--- src/rtl/arith_narrow_pkg.sv ---
// Shared definitions for the narrowing stage: control bundle, signedness
// selector and the saturation limits helper.
package arith_narrow_pkg;

  // Clock and reset travel together as one control bundle.
  typedef struct packed {
    logic clock;
    logic reset;
  } Util_Control_T;

  function automatic logic Util_Control_clock(input Util_Control_T c);
    return c.clock;
  endfunction

  function automatic logic Util_Control_reset(input Util_Control_T c);
    return c.reset;
  endfunction

  // Interpretation of a lane value.
  typedef enum logic {
    ARITH_UNSIGNED = 1'b0,
    ARITH_SIGNED   = 1'b1
  } Arith_SignedUnsigned_T;

  // Saturation limits, held wide and sliced down to the output width by users.
  typedef struct packed {
    logic [63:0] s_max;
    logic [63:0] s_min;
    logic [63:0] u_max;
  } arith_limits_t;

  // Signed max is 0111..1, signed min is 1000..0, unsigned max is all-ones.
  function automatic arith_limits_t arith_narrow_limits(input int out_w);
    arith_limits_t lim;
    lim.s_max = (64'd1 << (out_w - 1)) - 64'd1;
    lim.s_min = ~lim.s_max;
    lim.u_max = (64'd1 << out_w) - 64'd1;
    return lim;
  endfunction

endpackage

--- src/rtl/arith_narrow_lane.sv ---
// One lane of the narrowing stage: exact range test, clamp and clip flag.
// Purely combinational.
module arith_narrow_lane
  import arith_narrow_pkg::*;
#(
  parameter int IN_W  = 8,
  parameter int OUT_W = 4
) (
  input  logic [IN_W-1:0]      in,
  input  Arith_SignedUnsigned_T sign,
  output logic [OUT_W-1:0]     out,
  output logic                 clip
);

  localparam arith_limits_t      LIM   = arith_narrow_limits(OUT_W);
  localparam logic [OUT_W-1:0]   S_MAX = LIM.s_max[OUT_W-1:0];
  localparam logic [OUT_W-1:0]   S_MIN = LIM.s_min[OUT_W-1:0];
  localparam logic [OUT_W-1:0]   U_MAX = LIM.u_max[OUT_W-1:0];

  logic [OUT_W-1:0] low;
  logic [IN_W-1:0]  rebuilt;
  logic             in_range;

  assign low = in[OUT_W-1:0];

  // A value is in range iff re-extending its low bits reproduces the input;
  // this also covers IN_W == OUT_W, where it is always in range.
  always_comb begin
    rebuilt = '0;
    if (sign == ARITH_SIGNED) begin
      rebuilt = IN_W'($signed(low));
    end else begin
      rebuilt = IN_W'(low);
    end
    in_range = (rebuilt == in);
  end

  // Clamp toward the nearest limit on overflow, else keep the low bits.
  always_comb begin
    out = low;
    if (!in_range) begin
      if (sign == ARITH_SIGNED) begin
        out = in[IN_W-1] ? S_MIN : S_MAX;
      end else begin
        out = U_MAX;
      end
    end
  end

  assign clip = ~in_range;

endmodule

--- src/rtl/arith_narrow.sv ---
// Multi-lane saturating width reduction with registered outputs, sticky
// per-lane clip flags and a saturating clip-event counter.
module arith_narrow
  import arith_narrow_pkg::*;
#(
  parameter int IN_W  = 8,
  parameter int OUT_W = 4,
  parameter int DEPTH = 2,
  parameter int CNT_W = 8
) (
  input  Util_Control_T                 ctrl,
  input  logic [DEPTH-1:0][IN_W-1:0]    in,
  input  Arith_SignedUnsigned_T         sign,
  input  logic                          valid_in,
  input  logic                          clear,
  output logic [DEPTH-1:0][OUT_W-1:0]   out,
  output logic                          valid_out,
  output logic [DEPTH-1:0]              clip,
  output logic [DEPTH-1:0]              sticky,
  output logic [CNT_W-1:0]              clip_count
);

  logic clk;
  logic rst;

  assign clk = Util_Control_clock(ctrl);
  assign rst = Util_Control_reset(ctrl);

  logic [DEPTH-1:0][OUT_W-1:0] lane_out;
  logic [DEPTH-1:0]            lane_clip;
  logic                        any_clip;
  logic [DEPTH-1:0]            sticky_base;
  logic [CNT_W-1:0]            count_base;
  logic [CNT_W-1:0]            count_next;

  for (genvar g = 0; g < DEPTH; g++) begin : g_lane
    arith_narrow_lane #(
      .IN_W  (IN_W),
      .OUT_W (OUT_W)
    ) u_lane (
      .in   (in[g]),
      .sign (sign),
      .out  (lane_out[g]),
      .clip (lane_clip[g])
    );
  end

  assign any_clip = |lane_clip;

  // Clear zeroes the history first so a clip in the same cycle still counts.
  always_comb begin
    sticky_base = clear ? '0 : sticky;
    count_base  = clear ? '0 : clip_count;
    count_next  = count_base;
    if (any_clip && (count_base != {CNT_W{1'b1}})) begin
      count_next = count_base + CNT_W'(1);
    end
  end

  // Output, sticky and counter registers; only accepted cycles move them.
  always_ff @(posedge clk) begin
    if (rst) begin
      out        <= '0;
      valid_out  <= 1'b0;
      clip       <= '0;
      sticky     <= '0;
      clip_count <= '0;
    end else begin
      valid_out <= valid_in;
      if (valid_in) begin
        out        <= lane_out;
        clip       <= lane_clip;
        sticky     <= sticky_base | lane_clip;
        clip_count <= count_next;
      end else if (clear) begin
        sticky     <= '0;
        clip_count <= '0;
      end
    end
  end

endmodule

--- config.mk ---
export PLATFORM = sky130hd
export DESIGN_NAME = arith_narrow
export DESIGN_NICKNAME = d
export VERILOG_FILES = /design/src/rtl/arith_narrow_pkg.sv /design/src/rtl/arith_narrow_lane.sv /design/src/rtl/arith_narrow.sv
export SDC_FILE = /design/constraint.sdc
export NUM_CORES = 1
export LEC_CHECK = 0
export BUFFER_PORTS_ARGS = -buffer_cell sky130_fd_sc_hd__buf_4
export CORE_MARGIN = 10
export CORE_UTILIZATION = 51
export CTS_BUF_LIST = sky130_fd_sc_hd__clkbuf_16
export CTS_CLUSTER_DIAMETER = 150
export DETAILED_ROUTE_END_ITERATION = 12
export PLACE_DENSITY = 0.82
export SLEW_MARGIN = 20
export SYNTH_ARGS = -nofsm -noshare
export SYNTH_HDL_FRONTEND = slang
export SYNTH_SLANG_ARGS = --single-unit
--- constraint.sdc ---
create_clock -name ctrl -period 4.8 [get_ports ctrl]
set_clock_uncertainty 0.15 [all_clocks]
set_input_delay 0.96 -clock ctrl [delete_from_list [all_inputs] [get_ports ctrl]]
set_output_delay 0.96 -clock ctrl [all_outputs]
set_load 0.02 [all_outputs]
==> impl_results.rst, run 1 <==
.. list-table::
   :header-rows: 1

   * - Metric
     - Value
   * - Total track usage
     - a little over a fifth
   * - CP Class
     - clk -> reg
   * - Switching Share
     - 34.87%
   * - Per-cell via count in the routed design
     - 6.380
   * - Number of buffers added to fix hold violations after cts
     - 0
   * - Mean cell area of the mapped netlist
     - roughly 8.4 um^2
   * - Die ar.
     - 4491 um^2
   * - Combinational share of power
     - 18.1%
   * - Post-synthesis instance area
     - 1127 um^2
   * - Drt pass-1 iters
     - 4
   * - Violations in the final reports
     - hold timing
   * - 1st-iter DRT viols
     - 161
   * - Internal Pwr Total
     - 0.0006919 W
   * - Setup TNS
     - 0 ns
   * - Slack of the worst reg-to-reg path
     - 2.60 ns
   * - Result of the run
     - finished with violations
   * - Peak supply drop
     - 642.7 uV
   * - Critical R2R Capture
     - clip_count[6]$_SDFF_PP0_
   * - Count of pins on the block boundary
     - 42
   * - Via count of the first global-routing pass
     - 1516
   * - Fill cells
     - ~110
   * - WP data arrival
     - 3.54 ns
   * - Number of flip-flops and latches in the synthesized netlist
     - 21
   * - Non-Filler Instances
     - 208
   * - Synthesized Nets
     - between 150 and 200
   * - Final weighted congestion of routability-driven global placement
     - 0.8979
   * - Max-slew violation total from the final report
     - 0
   * - Starting density of the core
     - a little under three fifths
   * - Final net count
     - 203
   * - Buffers on Ports
     - 40
   * - Layout cell share with drive strength beyond 1
     - 35.36%
   * - Logic depth of the worst register-to-register path
     - 7
   * - Gate count after technology mapping
     - 134
   * - Slew HR
     - between 60% and 70%
   * - Final hold violations
     - 14
   * - Nature of the critical path startpoint
     - clock port
   * - Number of design rule violations left after detail routing
     - 0
   * - Worst hold slack
     - -0.04857 ns
   * - Worst Hold Class
     - clk -> reg
   * - Timing startpoint of the critical path
     - ctrl[0]
   * - Max FO, Critical Path
     - 12
   * - RSZ-0062 raised after global routing
     - false
   * - Area of the core
     - 2022 um^2
   * - Wire length of the first global-routing pass
     - 6672 um
   * - Antenna violations before repair
     - 0
   * - Sequential area share after synthesis
     - 37.29%
   * - Post-Place Cells
     - 194
   * - Layout area overhead
     - 54.27%
   * - Power per Cell Area
     - between 600 and 700 nW/um^2
   * - Core Rows
     - 16
   * - Die Wd
     - 67.02 um
   * - Y dimension of the die
     - 67.02 um
   * - Detailed placement HPWL
     - between 2000 and 2500 um
   * - Power share of the sequential group
     - 24.5%
   * - Largest net degree at the start of global routing
     - 24
   * - Sum of routed wire length over all layers
     - between 4000 and 5000 um
   * - Least-Margin Pin Slew
     - 0.4758 ns
   * - Number of max-cap violations
     - 0
   * - CP Capture Point
     - out[3]$_SDFFE_PP0P_
   * - Leakage power summed over all cells
     - 0.7783 nW
   * - Type of destination of the critical path
     - register
   * - Clock network latency to the later pin of the worst-skew pair
     - approximately 0.26 ns
   * - Clock input transition at the sequential cells of the worst setup and hold paths
     - 0.06 ns
   * - Post-CTS setup buffers
     - 0
   * - Post-cts resize count
     - 0
   * - Required arrival time at the worst endpoint
     - 4.82 ns
   * - R2R Path Start
     - clip_count[1]$_SDFF_PP0_
   * - Diodes inserted
     - 0
   * - Switching power
     - 0.0003705 W
   * - Total number of vias
     - approximately 1300
   * - Unique cell type count in the Yosys netlist
     - 37
   * - Clock network fraction of design power
     - 57.4%
   * - Remaining antenna violation count after routing
     - 0
   * - Warning count from the yosys run
     - 0
   * - CTS tree
     - done
   * - Total congestion overflow after global routing
     - 0
   * - Per-cell routed wire length
     - 20.37 um
   * - Finish-stage setup viols
     - 0
-- cell usage in the layout (no fill, tap or decap), types with 4 or more instances in the layout --
master	instances
nor2_1	15
buf_4	40
nor2b_1	4
o21ai_0	5
nand2b_1	5
a311oi_1	4
nand2_1	10
a21oi_1	15
nor3b_1	5
nand3_1	6
dfxtp_1	21
clkbuf_16	12
-- cells in the mapped netlist --
cell	number	area share, %
and3_4	1	1.0
o21ai_0	5	2.2
o32ai_1	2	1.6
and3_1	2	1.1
nor3b_1	5	3.3
and2_1	3	1.7
nand2_2	1	0.56
a311oi_1	4	3.1
or2_2	1	0.56
o311ai_0	1	0.78
nor4_4	1	1.9
nand3_1	6	2.7
or3_1	1	0.56
nand2_1	10	3.3
a211oi_1	3	2.0
inv_1	2	0.67
o2bb2ai_2	1	1.3
o21a_4	1	1.3
o41ai_1	1	0.78
nor2b_1	4	2.2
buf_6	1	1.0
and4b_1	1	0.89
nand2b_1	5	2.8
nor2_1	15	5.0
dfxtp_1	21	37
and4_1	1	0.78
nor3_1	3	1.3
ha_1	1	1.1
buf_2	1	0.44
mux2_4	1	1.3
and3b_1	1	0.78
clkbuf_1	5	1.7
a41o_1	1	0.89
nand4_1	3	1.7
o21ai_2	1	0.78
a21oi_1	15	6.7
mux2_2	3	3.0
-- worst max-delay path, stage by stage --
cell and delay [ns]:
clkbuf_16 0.13, clkbuf_16 0.17, nand2b_1 0.25, clkbuf_16 0.21
clkbuf_16 0.13, o32ai_1 0.26
-- kinds of logic (layout without fill, tap and decap cells) --
logic type	after synthesis	in the layout	share of synthesized area, %
compound gates	35	35	21.42
fa+ha+maj	1	1	1.110
buf+inv	9	56	3.774
flops	21	21	37.29
mux	4	4	4.328
simple gates	64	64	32.08
-- routing by layer --
| metal | track usage (%) | up-vias | wire, um |
|---|---|---|---|
| met1 | 17.42 | 628 | 1555 |
| li1 | - | 583 | - |
| met3 | 21.07 | 30 | 444 |
| met5 | 0 | - | 0 |
| met4 | 26.41 | 0 | 231 |
| met2 | 27.61 | 86 | 2004 |
-- metrics by stage --
step | setup slack [ns] | instance area [um^2] | power (W) | utilization (%)
6_report | 1.275 | 1739 | 0.001062 | 86.01
4_1_cts | 1.262 | 1739 | 0.001070 | 86.01
3_3_place_gp | 1.604 | 1426 | 0.0005200 | 70.54
3_5_place_dp | 1.604 | 1426 | 0.0005224 | 70.54
5_1_grt | 1.235 | 1739 | 0.001120 | 86.01
2_1_floorplan | 1.433 | 1127 | 0.0004745 | -
-- worst min path at each step --
stage	startpoint	endpoint	slack, ns	depth (start not counted)
2_1_floorplan	ctrl[0]	clip_count[7]$_SDFF_PP0_	0.31	3
3_3_place_gp	ctrl[0]	clip[0]$_SDFFE_PP0P_	-0.08	1
3_5_place_dp	ctrl[0]	clip[0]$_SDFFE_PP0P_	-0.08	1
4_1_cts	ctrl[0]	sticky[1]$_SDFF_PP0_	-0.05	3
5_1_grt	ctrl[0]	clip_count[1]$_SDFF_PP0_	-0.05	3
6_report	ctrl[0]	sticky[1]$_SDFF_PP0_	-0.05	3
-- power by group through the flow --
stage               clock network [W]  registers [W]  logic (W)
floorplan                    0.000126       0.000319  0.0000286
global placement            0.0000689       0.000259   0.000192
detailed placement          0.0000689       0.000261   0.000192
CTS                          0.000616       0.000259   0.000196
global route                 0.000651       0.000264   0.000205
finish                       0.000610       0.000260   0.000193
-- registers in the layout (all words and copies together) (netlist names) --
name / cells
clip: 2
out: 8
sticky: 2
clip_count: 8
valid_out: 1
-- layout make-up --
class,count,area [um^2],area share (%)
well taps,27,33.78,1.942
clock inverters,3,16.27,0.9353
clock buffers,12,300.3,17.27
multi-input cells,104,664.4,38.20
repair buffers,40,300.3,17.27
flip-flops and latches,21,420.4,24.17
inverters,1,3.754,0.2158
(Power assumes the default switching activity.)
==> run 2, diff against run 1 <==
- ABC_AREA: not set -> 1
- CORE_UTILIZATION: 51 -> 48
- PLACE_DENSITY: 0.82 -> 0.78
- clock period: 4.8 -> 3.4 ns (I/O delays scaled with it)
==> run 2 against run 1 <==
Net effect: worst setup slack worse by 0.20 ns; first-iteration DRC count decreased by 14%; highest routed layer unchanged; critical path depth unchanged; die area is 2.8% higher; sequential share of layout area increased by 0.18 points; the flow still finishes with violations (hold timing); non-clock buffer count stayed put; largest power group unchanged; worst hold slack worse by 0.051 ns; sequential power increased by 43%; combinational power grew 47%; wire length is 11% lower.
==> impl_results.rst, run 2 <==
.. list-table::
   :header-rows: 1

   * - Metric
     - Value
   * - Proportion of netlist area held by the largest area contributor
     - 38.10%
   * - Mean cell area of the mapped netlist
     - between 6 and 7 um^2
   * - Wire length of the first global-routing pass
     - 6168 um
   * - Post-synthesis async set-or-reset flop share
     - 0%
   * - Number of flip-flops and latches in the synthesized netlist
     - 21
   * - Number of synthesized flops with an enable pin
     - 0
   * - Area of the core
     - 2191 um^2
   * - Most area-consuming cells after synthesis
     - dfxtp_1, nand2_1, nor2_1, nand3_1, inv_1
   * - Core Rows
     - 17
   * - 1st-iter DRT viols
     - 139
   * - Most common cell after layout, fill and taps aside
     - nand2_1
   * - Internal Pwr Total
     - 0.001088 W
   * - Number of design rule violations left after detail routing
     - 0
   * - Sequential area share after synthesis
     - approximately two fifths
   * - Nature of the critical path startpoint
     - clock port
   * - Die ar.
     - 4617 um^2
   * - CP Class
     - clk -> reg
   * - Y dimension of the die
     - 67.95 um
   * - Gate count after technology mapping
     - 168
   * - Violations in the final reports
     - hold timing
   * - Post-cts resize count
     - 0
   * - Setup TNS
     - 0 ns
   * - Finish-stage setup viols
     - 0
   * - RSZ-0062 raised after global routing
     - false
   * - Via count of the first global-routing pass
     - 1648
   * - Cell type with the highest aggregate area in the netlist
     - dfxtp_1
   * - Peak supply drop
     - 591.2 uV
   * - Layout area overhead
     - 56.46%
   * - Sum of routed wire length over all layers
     - 3788 um
   * - Switching Share
     - 33.91%
   * - Per-cell routed wire length
     - 14.63 um
   * - Max-slew violation total from the final report
     - 0
   * - Largest registers
     - clip_count: 8 flops, out: 8 flops
   * - Post-synthesis instance area
     - between 1000 and 1500 um^2
   * - Clock network fraction of design power
     - 60.2%
   * - Layout cell share with drive strength beyond 1
     - 24.68%
   * - Final hold violations
     - 5
   * - Slew HR
     - 69.56%
   * - Power share of the sequential group
     - 22.6%
   * - Total cell area at the placement stage
     - 1394 um^2
   * - CTS tree
     - done
   * - Warning count from the yosys run
     - 0
   * - Slack of the worst reg-to-reg path
     - 1.48 ns
   * - Synthesized Nets
     - 190
   * - WP data arrival
     - 2.36 ns
   * - Drt pass-1 iters
     - 4
   * - Number of max-cap violations
     - 0
   * - Post-CTS setup buffers
     - 0
   * - Top cells by count, synth
     - nand2_1, nor2_1, dfxtp_1, nand3_1, inv_1
   * - Type of destination of the critical path
     - register
   * - Detailed placement HPWL
     - around 2300 um
   * - Max FO, Critical Path
     - 8
   * - Per-cell via count in the routed design
     - roughly 5.3
   * - Combinational share of power
     - ~17%
   * - Hold Path Cell Cnt
     - 3
   * - Number of buffers added to fix hold violations after cts
     - 0
   * - Total track usage
     - 18.76%
   * - Leakage power summed over all cells
     - 0.9296 nW
   * - Final weighted congestion of routability-driven global placement
     - approximately 0.84
   * - Logic depth of the worst register-to-register path
     - 9
   * - Buffers on Ports
     - 40
   * - Diodes inserted
     - 0
   * - Unique cell type count in the Yosys netlist
     - 21
   * - Remaining antenna violation count after routing
     - 0
   * - Starting density of the core
     - 50.37%
   * - Total number of vias
     - roughly 1400
   * - Largest net degree at the start of global routing
     - 17
   * - Required arrival time at the worst endpoint
     - 3.43 ns
   * - Result of the run
     - finished with violations
   * - CTS sink count
     - 21
   * - Die Wd
     - 67.95 um
   * - Power per Cell Area
     - 953.1 nW/um^2
   * - Commonest register cell after synthesis
     - dfxtp_1
   * - Final cell area excluding filler cells
     - between 1500 and 2000 um^2
   * - Count leader, synth
     - nand2_1
   * - Final net count
     - roughly 250
   * - Least-Margin Pin Slew
     - 0.4566 ns
   * - Fill cells
     - around 160
   * - Clock input transition at the sequential cells of the worst setup and hold paths
     - 0.06 ns
   * - Count of pins on the block boundary
     - 42
   * - Worst hold slack
     - -0.1001 ns
   * - Switching power
     - 0.0005581 W
   * - Clock network latency to the later pin of the worst-skew pair
     - roughly 0.25 ns
   * - Leading cell types in the layout, fill and taps excluded
     - nand2_1, buf_4, inv_1
   * - Antenna violations before repair
     - 0
   * - Worst Hold Class
     - clk -> reg
   * - Total congestion overflow after global routing
     - 0
run 2: cell types whose count changed in the layout (fill, tap and decap cells not counted), moves of 5 or more:
cell | previous run | this run
a21oi_1 | 15 | 7
inv_1 | 3 | 35
nand2_1 | 10 | 43
nand2b_1 | 5 | 0
nand3_1 | 6 | 21
nor2_1 | 15 | 32
nor3b_1 | 5 | 0
o211ai_1 | 0 | 8
run 2: path summary, 6_finish.rpt:
path / startpoint / end
worst max-delay path: ctrl[0] / out[7]$_SDFFE_PP0P_
worst min-delay path: ctrl[0] / clip[1]$_SDFFE_PP0P_
worst max register to register: clip_count[1]$_SDFF_PP0_ / clip_count[4]$_SDFF_PP0_
worst min register to register: clip[1]$_SDFFE_PP0P_ / clip[1]$_SDFFE_PP0P_
run 2: layout make-up:
| class | count | area [um^2] | area share (%) |
|---|---|---|---|
| inverter | 13 | 48.80 | 2.826 |
| tap | 28 | 35.03 | 2.029 |
| clock inverter | 25 | 108.9 | 6.304 |
| multi-input combinational | 122 | 563.0 | 32.61 |
| sequential | 21 | 420.4 | 24.35 |
| timing repair buffer | 40 | 300.3 | 17.39 |
| clock buffer | 10 | 250.2 | 14.49 |
run 2: metrics by stage:
step	worst slack (ns)	utilization, %	cells	hold slack [ns]	total power (W)
after floorplan	1.069	-	168	-0.08093	0.0006727
after global placement	1.009	63.62	231	-0.08093	0.0007927
after detailed placement	1.009	63.62	231	-0.08093	0.0007966
after CTS	1.049	78.81	259	-0.09843	0.001662
after global routing	1.003	78.81	259	-0.09756	0.001770
final	1.072	78.81	259	-0.1001	0.001646
run 2: cell families (layout without fill, tap and decap cells):
| kind of cell | after synthesis | count (layout) | synth area share (%) |
|---|---|---|---|
| buffers and inverters | 25 | 88 | 10.88 |
| DFF | 21 | 21 | 38.09 |
| AOI/OAI and AO/OA | 18 | 18 | 10.32 |
| adders and majority gates | 1 | 1 | 1.134 |
| and+or+nand+nor | 103 | 103 | 39.57 |
run 2: power groups by stage:
| stage | sequential [W] | clock (W) | combinational [W] |
|---|---|---|---|
| floorplan | 0.000465 | 0.000169 | 0.0000390 |
| global placement | 0.000371 | 0.000139 | 0.000283 |
| detailed placement | 0.000375 | 0.000139 | 0.000283 |
| CTS | 0.000372 | 0.00100 | 0.000287 |
| global route | 0.000381 | 0.00109 | 0.000302 |
| finish | 0.000372 | 0.000990 | 0.000283 |
run 2: per-layer routing:
metal	vias up	wire [um]	global-route usage (%)	part of all wire [%]
met5	-	0	2.273	0
met3	14	343	17.29	9.1
met1	629	1401	12.59	37
met2	74	1952	26.28	52
met4	0	91	24.87	2.4
li1	664	-	-	-
run 2: critical path, stage by stage:
cell	delay, ns
clkbuf_16	0.12
clkbuf_16	0.14
clkbuf_16	0.15
inv_1	0.05
o211ai_1	0.08
a21oi_1	0.12
